==> src/rtl/switch_value_entry.sv <==
// Pushbutton value entry: synchronize, debounce and edge-detect up/down/clear buttons,
// then step a 5-bit value driven onto A..E. Hold-to-repeat is built with SWITCH_VALUE_ENTRY_AUTO_REPEAT_EN.
module switch_value_entry #(
    parameter int unsigned DEBOUNCE_CYCLES = 50000,
    parameter int unsigned REPEAT_DELAY    = 25000000,
    parameter int unsigned REPEAT_PERIOD   = 5000000,
    parameter int unsigned MAX_VALUE       = 31,
    parameter int unsigned WRAP            = 1
) (
    input  logic clk,
    input  logic rst,
    input  logic btn_up,
    input  logic btn_down,
    input  logic btn_clear,
    output logic A,
    output logic B,
    output logic C,
    output logic D,
    output logic E,
    output logic changed
);

    localparam int unsigned NB     = 3;
    localparam int unsigned BTN_UP = 0;
    localparam int unsigned BTN_DN = 1;
    localparam int unsigned BTN_CL = 2;
    localparam int unsigned VW     = 5;
    localparam int unsigned CW     = $clog2(DEBOUNCE_CYCLES + 1);

    if (DEBOUNCE_CYCLES < 1 || DEBOUNCE_CYCLES > (1 << 20) || MAX_VALUE < 1 || MAX_VALUE > 31 ||
        WRAP > 1 || REPEAT_DELAY < 1 || REPEAT_PERIOD < 1) begin : g_bad_param
        $error("switch_value_entry: parameter out of range");
    end

`ifdef SWITCH_VALUE_ENTRY_AUTO_REPEAT_EN
    localparam int unsigned TMAX = (REPEAT_DELAY > REPEAT_PERIOD) ? REPEAT_DELAY : REPEAT_PERIOD;
    localparam int unsigned TW   = $clog2(TMAX + 2);
    typedef enum logic [1:0] {IDLE, HOLD_WAIT, HOLD_REPEAT} state_e;
    logic [TW-1:0] timer_q, timer_d;
`else
    typedef enum logic [1:0] {IDLE, HOLD_WAIT} state_e;
`endif

    logic [NB-1:0] sync1_q, sync2_q;
    logic [NB-1:0] deb_q, deb_d;
    logic [NB-1:0] deb_dly_q;
    logic [NB-1:0] press_q, press_d;
    logic [CW-1:0] cnt_q [NB];
    logic [CW-1:0] cnt_d [NB];

    state_e        state_q, state_d;
    logic          dir_q, dir_d;
    logic [VW-1:0] value_q, value_d;
    logic          changed_q, changed_d;
    logic          do_step;
    logic          step_down;
    logic          held;

    // One step in the given direction, wrapping or saturating at the bounds.
    function automatic logic [VW-1:0] step_value(input logic [VW-1:0] v, input logic down);
        logic [VW-1:0] maxv;
        maxv = VW'(MAX_VALUE);
        if (!down) begin
            if (v >= maxv) step_value = (WRAP != 0) ? '0 : v;
            else           step_value = v + VW'(1);
        end else begin
            if (v == '0)   step_value = (WRAP != 0) ? maxv : v;
            else           step_value = v - VW'(1);
        end
    endfunction

    // Debounce: count consecutive samples disagreeing with the accepted level.
    always_comb begin
        deb_d   = deb_q;
        press_d = deb_q & ~deb_dly_q;
        for (int i = 0; i < NB; i++) begin
            cnt_d[i] = '0;
            if (sync2_q[i] != deb_q[i]) begin
                if (cnt_q[i] == CW'(DEBOUNCE_CYCLES - 1)) begin
                    deb_d[i] = ~deb_q[i];
                end else begin
                    cnt_d[i] = cnt_q[i] + CW'(1);
                end
            end
        end
    end

    assign held = dir_q ? deb_q[BTN_DN] : deb_q[BTN_UP];

    always_comb begin
        state_d   = state_q;
        dir_d     = dir_q;
        value_d   = value_q;
        do_step   = 1'b0;
        step_down = dir_q;
`ifdef SWITCH_VALUE_ENTRY_AUTO_REPEAT_EN
        timer_d   = timer_q;
`endif
        if (press_q[BTN_CL]) begin
            value_d = '0;
            state_d = IDLE;
        end else begin
            case (state_q)
                IDLE: begin
                    // Simultaneous up and down presses cancel out.
                    if (press_q[BTN_UP] ^ press_q[BTN_DN]) begin
                        do_step   = 1'b1;
                        step_down = press_q[BTN_DN];
                        dir_d     = press_q[BTN_DN];
                        state_d   = HOLD_WAIT;
`ifdef SWITCH_VALUE_ENTRY_AUTO_REPEAT_EN
                        timer_d   = TW'(1);
`endif
                    end
                end
                HOLD_WAIT: begin
                    if (!held) begin
                        state_d = IDLE;
`ifdef SWITCH_VALUE_ENTRY_AUTO_REPEAT_EN
                    end else if (timer_q >= TW'(REPEAT_DELAY)) begin
                        do_step = 1'b1;
                        timer_d = TW'(1);
                        state_d = HOLD_REPEAT;
                    end else begin
                        timer_d = timer_q + TW'(1);
`endif
                    end
                end
`ifdef SWITCH_VALUE_ENTRY_AUTO_REPEAT_EN
                HOLD_REPEAT: begin
                    if (!held) begin
                        state_d = IDLE;
                    end else if (timer_q >= TW'(REPEAT_PERIOD)) begin
                        do_step = 1'b1;
                        timer_d = TW'(1);
                    end else begin
                        timer_d = timer_q + TW'(1);
                    end
                end
`endif
                default: state_d = IDLE;
            endcase
        end
        if (do_step) begin
            value_d = step_value(value_q, step_down);
        end
        changed_d = (value_d != value_q);
    end

    always_ff @(posedge clk) begin
        if (rst) begin
            sync1_q   <= '0;
            sync2_q   <= '0;
            deb_q     <= '0;
            deb_dly_q <= '0;
            press_q   <= '0;
            for (int i = 0; i < NB; i++) cnt_q[i] <= '0;
            state_q   <= IDLE;
            dir_q     <= 1'b0;
            value_q   <= '0;
            changed_q <= 1'b0;
`ifdef SWITCH_VALUE_ENTRY_AUTO_REPEAT_EN
            timer_q   <= '0;
`endif
        end else begin
            sync1_q   <= {btn_clear, btn_down, btn_up};
            sync2_q   <= sync1_q;
            deb_q     <= deb_d;
            deb_dly_q <= deb_q;
            press_q   <= press_d;
            for (int i = 0; i < NB; i++) cnt_q[i] <= cnt_d[i];
            state_q   <= state_d;
            dir_q     <= dir_d;
            value_q   <= value_d;
            changed_q <= changed_d;
`ifdef SWITCH_VALUE_ENTRY_AUTO_REPEAT_EN
            timer_q   <= timer_d;
`endif
        end
    end

    assign {A, B, C, D, E} = value_q;
    assign changed         = changed_q;

endmodule

==> config.mk <==
export PLATFORM = sky130hd
export DESIGN_NAME = switch_value_entry
export DESIGN_NICKNAME = d
export VERILOG_FILES = /design/src/rtl/switch_value_entry.sv
export SDC_FILE = /design/constraint.sdc
export NUM_CORES = 1
export LEC_CHECK = 0
export BUFFER_PORTS_ARGS = -buffer_cell sky130_fd_sc_hd__buf_2
export CORE_ASPECT_RATIO = 2
export CORE_MARGIN = 1.5
export CORE_UTILIZATION = 55
export DETAILED_ROUTE_END_ITERATION = 12
export MAX_ROUTING_LAYER = met4
export PLACE_DENSITY_LB_ADDON = 0.05
export SLEW_MARGIN = 40
export SYNTH_ARGS = -nofsm -noshare
export SYNTH_HDL_FRONTEND = slang
export SYNTH_SLANG_ARGS = --single-unit
==> constraint.sdc <==
create_clock -name clk -period 2.45 [get_ports clk]
set_input_delay 0.49 -clock clk [delete_from_list [all_inputs] [get_ports clk]]
set_output_delay 0.49 -clock clk [all_outputs]
set_load 0.005 [all_outputs]
==> results.md <==
- Die Wd: between 50 and 60 um
- Slowest-stage cell, CP: a211o_1
- CP Buf/Inv Count: 1
- Post-Layout Cell Count: between 400 and 500
- Core Region: roughly 5700 um^2
- Mapped cell area: approximately 3200 um^2
- CP Cell Sequence: ha_1, and3_1, ha_1, buf_4, a311o_1, or3_1, a211o_1, o211a_1, a31oi_1
- Gr usage total: roughly 23%
- Detailed-route wire length: 6408 um
- Skew final: roughly 0.0024 ns
- Vias in the first global route: about 2500
- Multiplexer share of the synthesized area: under 10%
- Post-DP HPWL: 4657 um
- Post-layout min period: between 2 and 2.5 ns
- EDFF count, synth: 0
- Status: complete, no violations
- Unique masters post-synth: 50
- CTS Buffer Depth: 2
- Register bit count reported by yosys: between 70 and 80
- Yosys warnings: 0
- Max Fclk: ~440 MHz
- Post-Syn Instances: 370
- Worst skew pair latency: between 0.3 and 0.4 ns
- DRC viols: 0
- Largest net degree at the start of global routing: 24
- Vias: ~2500
- Worst-Margin Slew: slightly above 0.6 ns
- CP Launch Type: flop
- WS Path Type: reg -> reg
- Area delta synth->final: 13.04%
- First-pass GRT wire length: 11040 um
- Final Hold Fails: 0
- ANT cells: 0
- CP top delay family: compound AO/OA/AOI/OAI gates
- DR iter-0 viols: roughly 110
- Share of layout cells above drive strength 1: between 10% and 20%
- Synth Area in Compound Gates: approximately 10%
- Crit. End Element: flop
- Seq/Total Area, Yosys: 44.08%
- Max IR drop VDD: about 590 uV
- Die area: 6359 um^2
- Chip height: 111.3 um
- # IOs: 11
- Syn Area/Cell: ~8.7 um^2
- Power Dens Cells: ~660 nW/um^2
- Gr ovfl total: 0
- Nets: 402
- RSZ-0062 raised after global routing: no
- CTS Buf Count: 9
- Worst-path fanout max: 6
- DR WL/cell: about 14 um
- Worst-path clk slew: 0.05 ns
- CP Data Required Time: 2.70 ns
- Clk sink count: between 70 and 80
- Synth Area in Adders: between 2 and 2.5%
- Initial antenna violation count: 0
- Site Rows: 39
- Max-slew headroom: approximately 60%
- Critical Path AT: ~2.5 ns
- Pleak: roughly 1.3 nW
- Commonest cells after routing, fill and taps aside: 71 x dfxtp_1, 67 x nor2_1, 27 x xor2_1
- Crit path top cell by count: ha_1
- FF+latch area: about 1400 um^2
- Primary FF master, synth: dfxtp_1
- Port-buffer cells: 10
- Post-synthesis simple-gate area fraction: ~27%
- Final-report max-slew violation count: 0
- Worst path max stage delay: between 0.3 and 0.4 ns
- Largest family of logic cells by synthesized area: simple AND/OR/NAND/NOR gates
- HP Class: in -> reg
- Final setup violation count: 0
- Detail Route Antenna Nets: 0
- XOR/XNOR Fraction of Synth Area: ~11%
- Area of the multi-input gates: about 1700 um^2
- Setup tns final: 0 ns
- Post-Syn Nets: approximately 380
- Fin crit share: a little over nine tenths
- CTS tree: built
- Root Driver: clkbuf_16
- Initial DRT Pass Iterations: 4
- GPL Wtd Cong: 0.9309
- Post-synth ARST share: 0%
- Max-Cap Viols: 0
- Commonest non-fill, non-tap cell in the layout: dfxtp_1
- Fillers: 507
- Initial Util: 56.96%
- H-tree depth: 3
- Vias per cell: around 5.6
- Cells after DPL: 441
==> metrics by stage <==
stage               power [W]  setup WS, ns  area (um^2)  utilization (%)  hold WS (ns)
floorplan            0.001205       0.05378         3224                -        0.3674
global placement     0.001211        0.1334         3359            59.35        0.3765
detailed placement   0.001211        0.1094         3359            59.35        0.3840
CTS                  0.002428       0.09588         3645            64.39        0.3576
global route         0.002481       0.03335         3645            64.39        0.3719
finish               0.002396        0.1554         3645            64.39        0.3722
==> per-layer routing <==
layer	vias up	GRT usage, %	wire length (um)
met5	-	-	0
li1	1309	-	-
met3	21	4.901	131
met2	36	37.01	3375
met1	1183	24.76	2649
met4	0	14.26	252
==> sequential cells by signal, summed over array words and instances, names as in the netlist <==
| signal | cells |
|---|---|
| deb_dly_q | 3 |
| changed | 1 |
| sync1_q | 3 |
| deb_q | 3 |
| dir_q | 1 |
| cnt_q | 48 |
| value_q | 5 |
| state_q | 1 |
| sync2_q | 3 |
| press_q | 3 |
==> worst paths after layout <==
kind	end	startpoint	slack (ns)	depth (start not counted)
worst max register to register	changed$_SDFF_PP0_	value_q[1]$_SDFF_PP0_	0.16	9
worst min-delay path	sync1_q[0]$_SDFF_PP0_	btn_up	0.37	2
worst max-delay path	changed$_SDFF_PP0_	value_q[1]$_SDFF_PP0_	0.16	9
worst min register to register	press_q[0]$_SDFF_PP0_	deb_dly_q[0]$_SDFF_PP0_	0.39	1
==> power breakdown <==
group	leakage (nW)	switching [W]	internal, W
Clock	0.134	0.000448	0.000762
Combinational	0.639	0.0000139	0.00000775
Sequential	0.573	0.00000298	0.00116
Total	1.35	0.000465	0.00193
==> final cells by class <==
| type | instances | area share [%] |
|---|---|---|
| well taps | 61 | 2.094 |
| multi-input cells | 276 | 46.21 |
| clock inverters | 2 | 0.4119 |
| clock buffers | 13 | 7.415 |
| inverters | 12 | 1.236 |
| flip-flops and latches | 71 | 39.00 |
| repair buffers | 21 | 3.639 |
==> cells in the mapped netlist (2+ instances only) <==
cell	n	area, um^2
inv_1	12	45.04
a21oi_1	16	80.08
or2_2	2	12.51
nand4_1	7	43.79
nor3_1	6	30.03
buf_4	2	15.01
and4_1	2	17.52
or3_1	8	50.05
mux2i_1	3	30.03
a311o_1	2	20.02
nand2_1	26	97.59
xnor2_1	14	122.6
o21ai_0	10	50.05
nor4b_1	3	26.28
o31ai_1	2	15.01
and3_1	11	68.82
buf_2	2	10.01
nor2b_1	13	81.33
o221ai_1	2	17.52
clkbuf_1	4	15.01
buf_6	3	33.78
nor4_1	3	18.77
o311ai_0	2	17.52
ha_1	6	75.07
nand2b_1	5	31.28
dfxtp_1	71	1421
xor2_1	27	236.5
o21a_1	2	15.01
nand3_1	16	80.08
nor2_1	67	251.5
a211oi_1	2	15.01
==> what timing repair did <==
action | 4_1_cts | 5_1_grt
gates resized for setup | 0 | 0
setup endpoints to repair | 0 | 1
buffers inserted | 0 | 0
hold buffers | 0 | 0
==> kinds of logic after synthesis <==
| group | Yosys count |
|---|---|
| AO/OA/AOI/OAI | 48 |
| flip-flops | 71 |
| multiplexers | 4 |
| XOR/XNOR | 41 |
| buffers and inverters | 23 |
| AND/OR/NAND/NOR | 177 |
| adder cells (fa/ha/maj) | 6 |
Power figures use the tool's default switching activity.
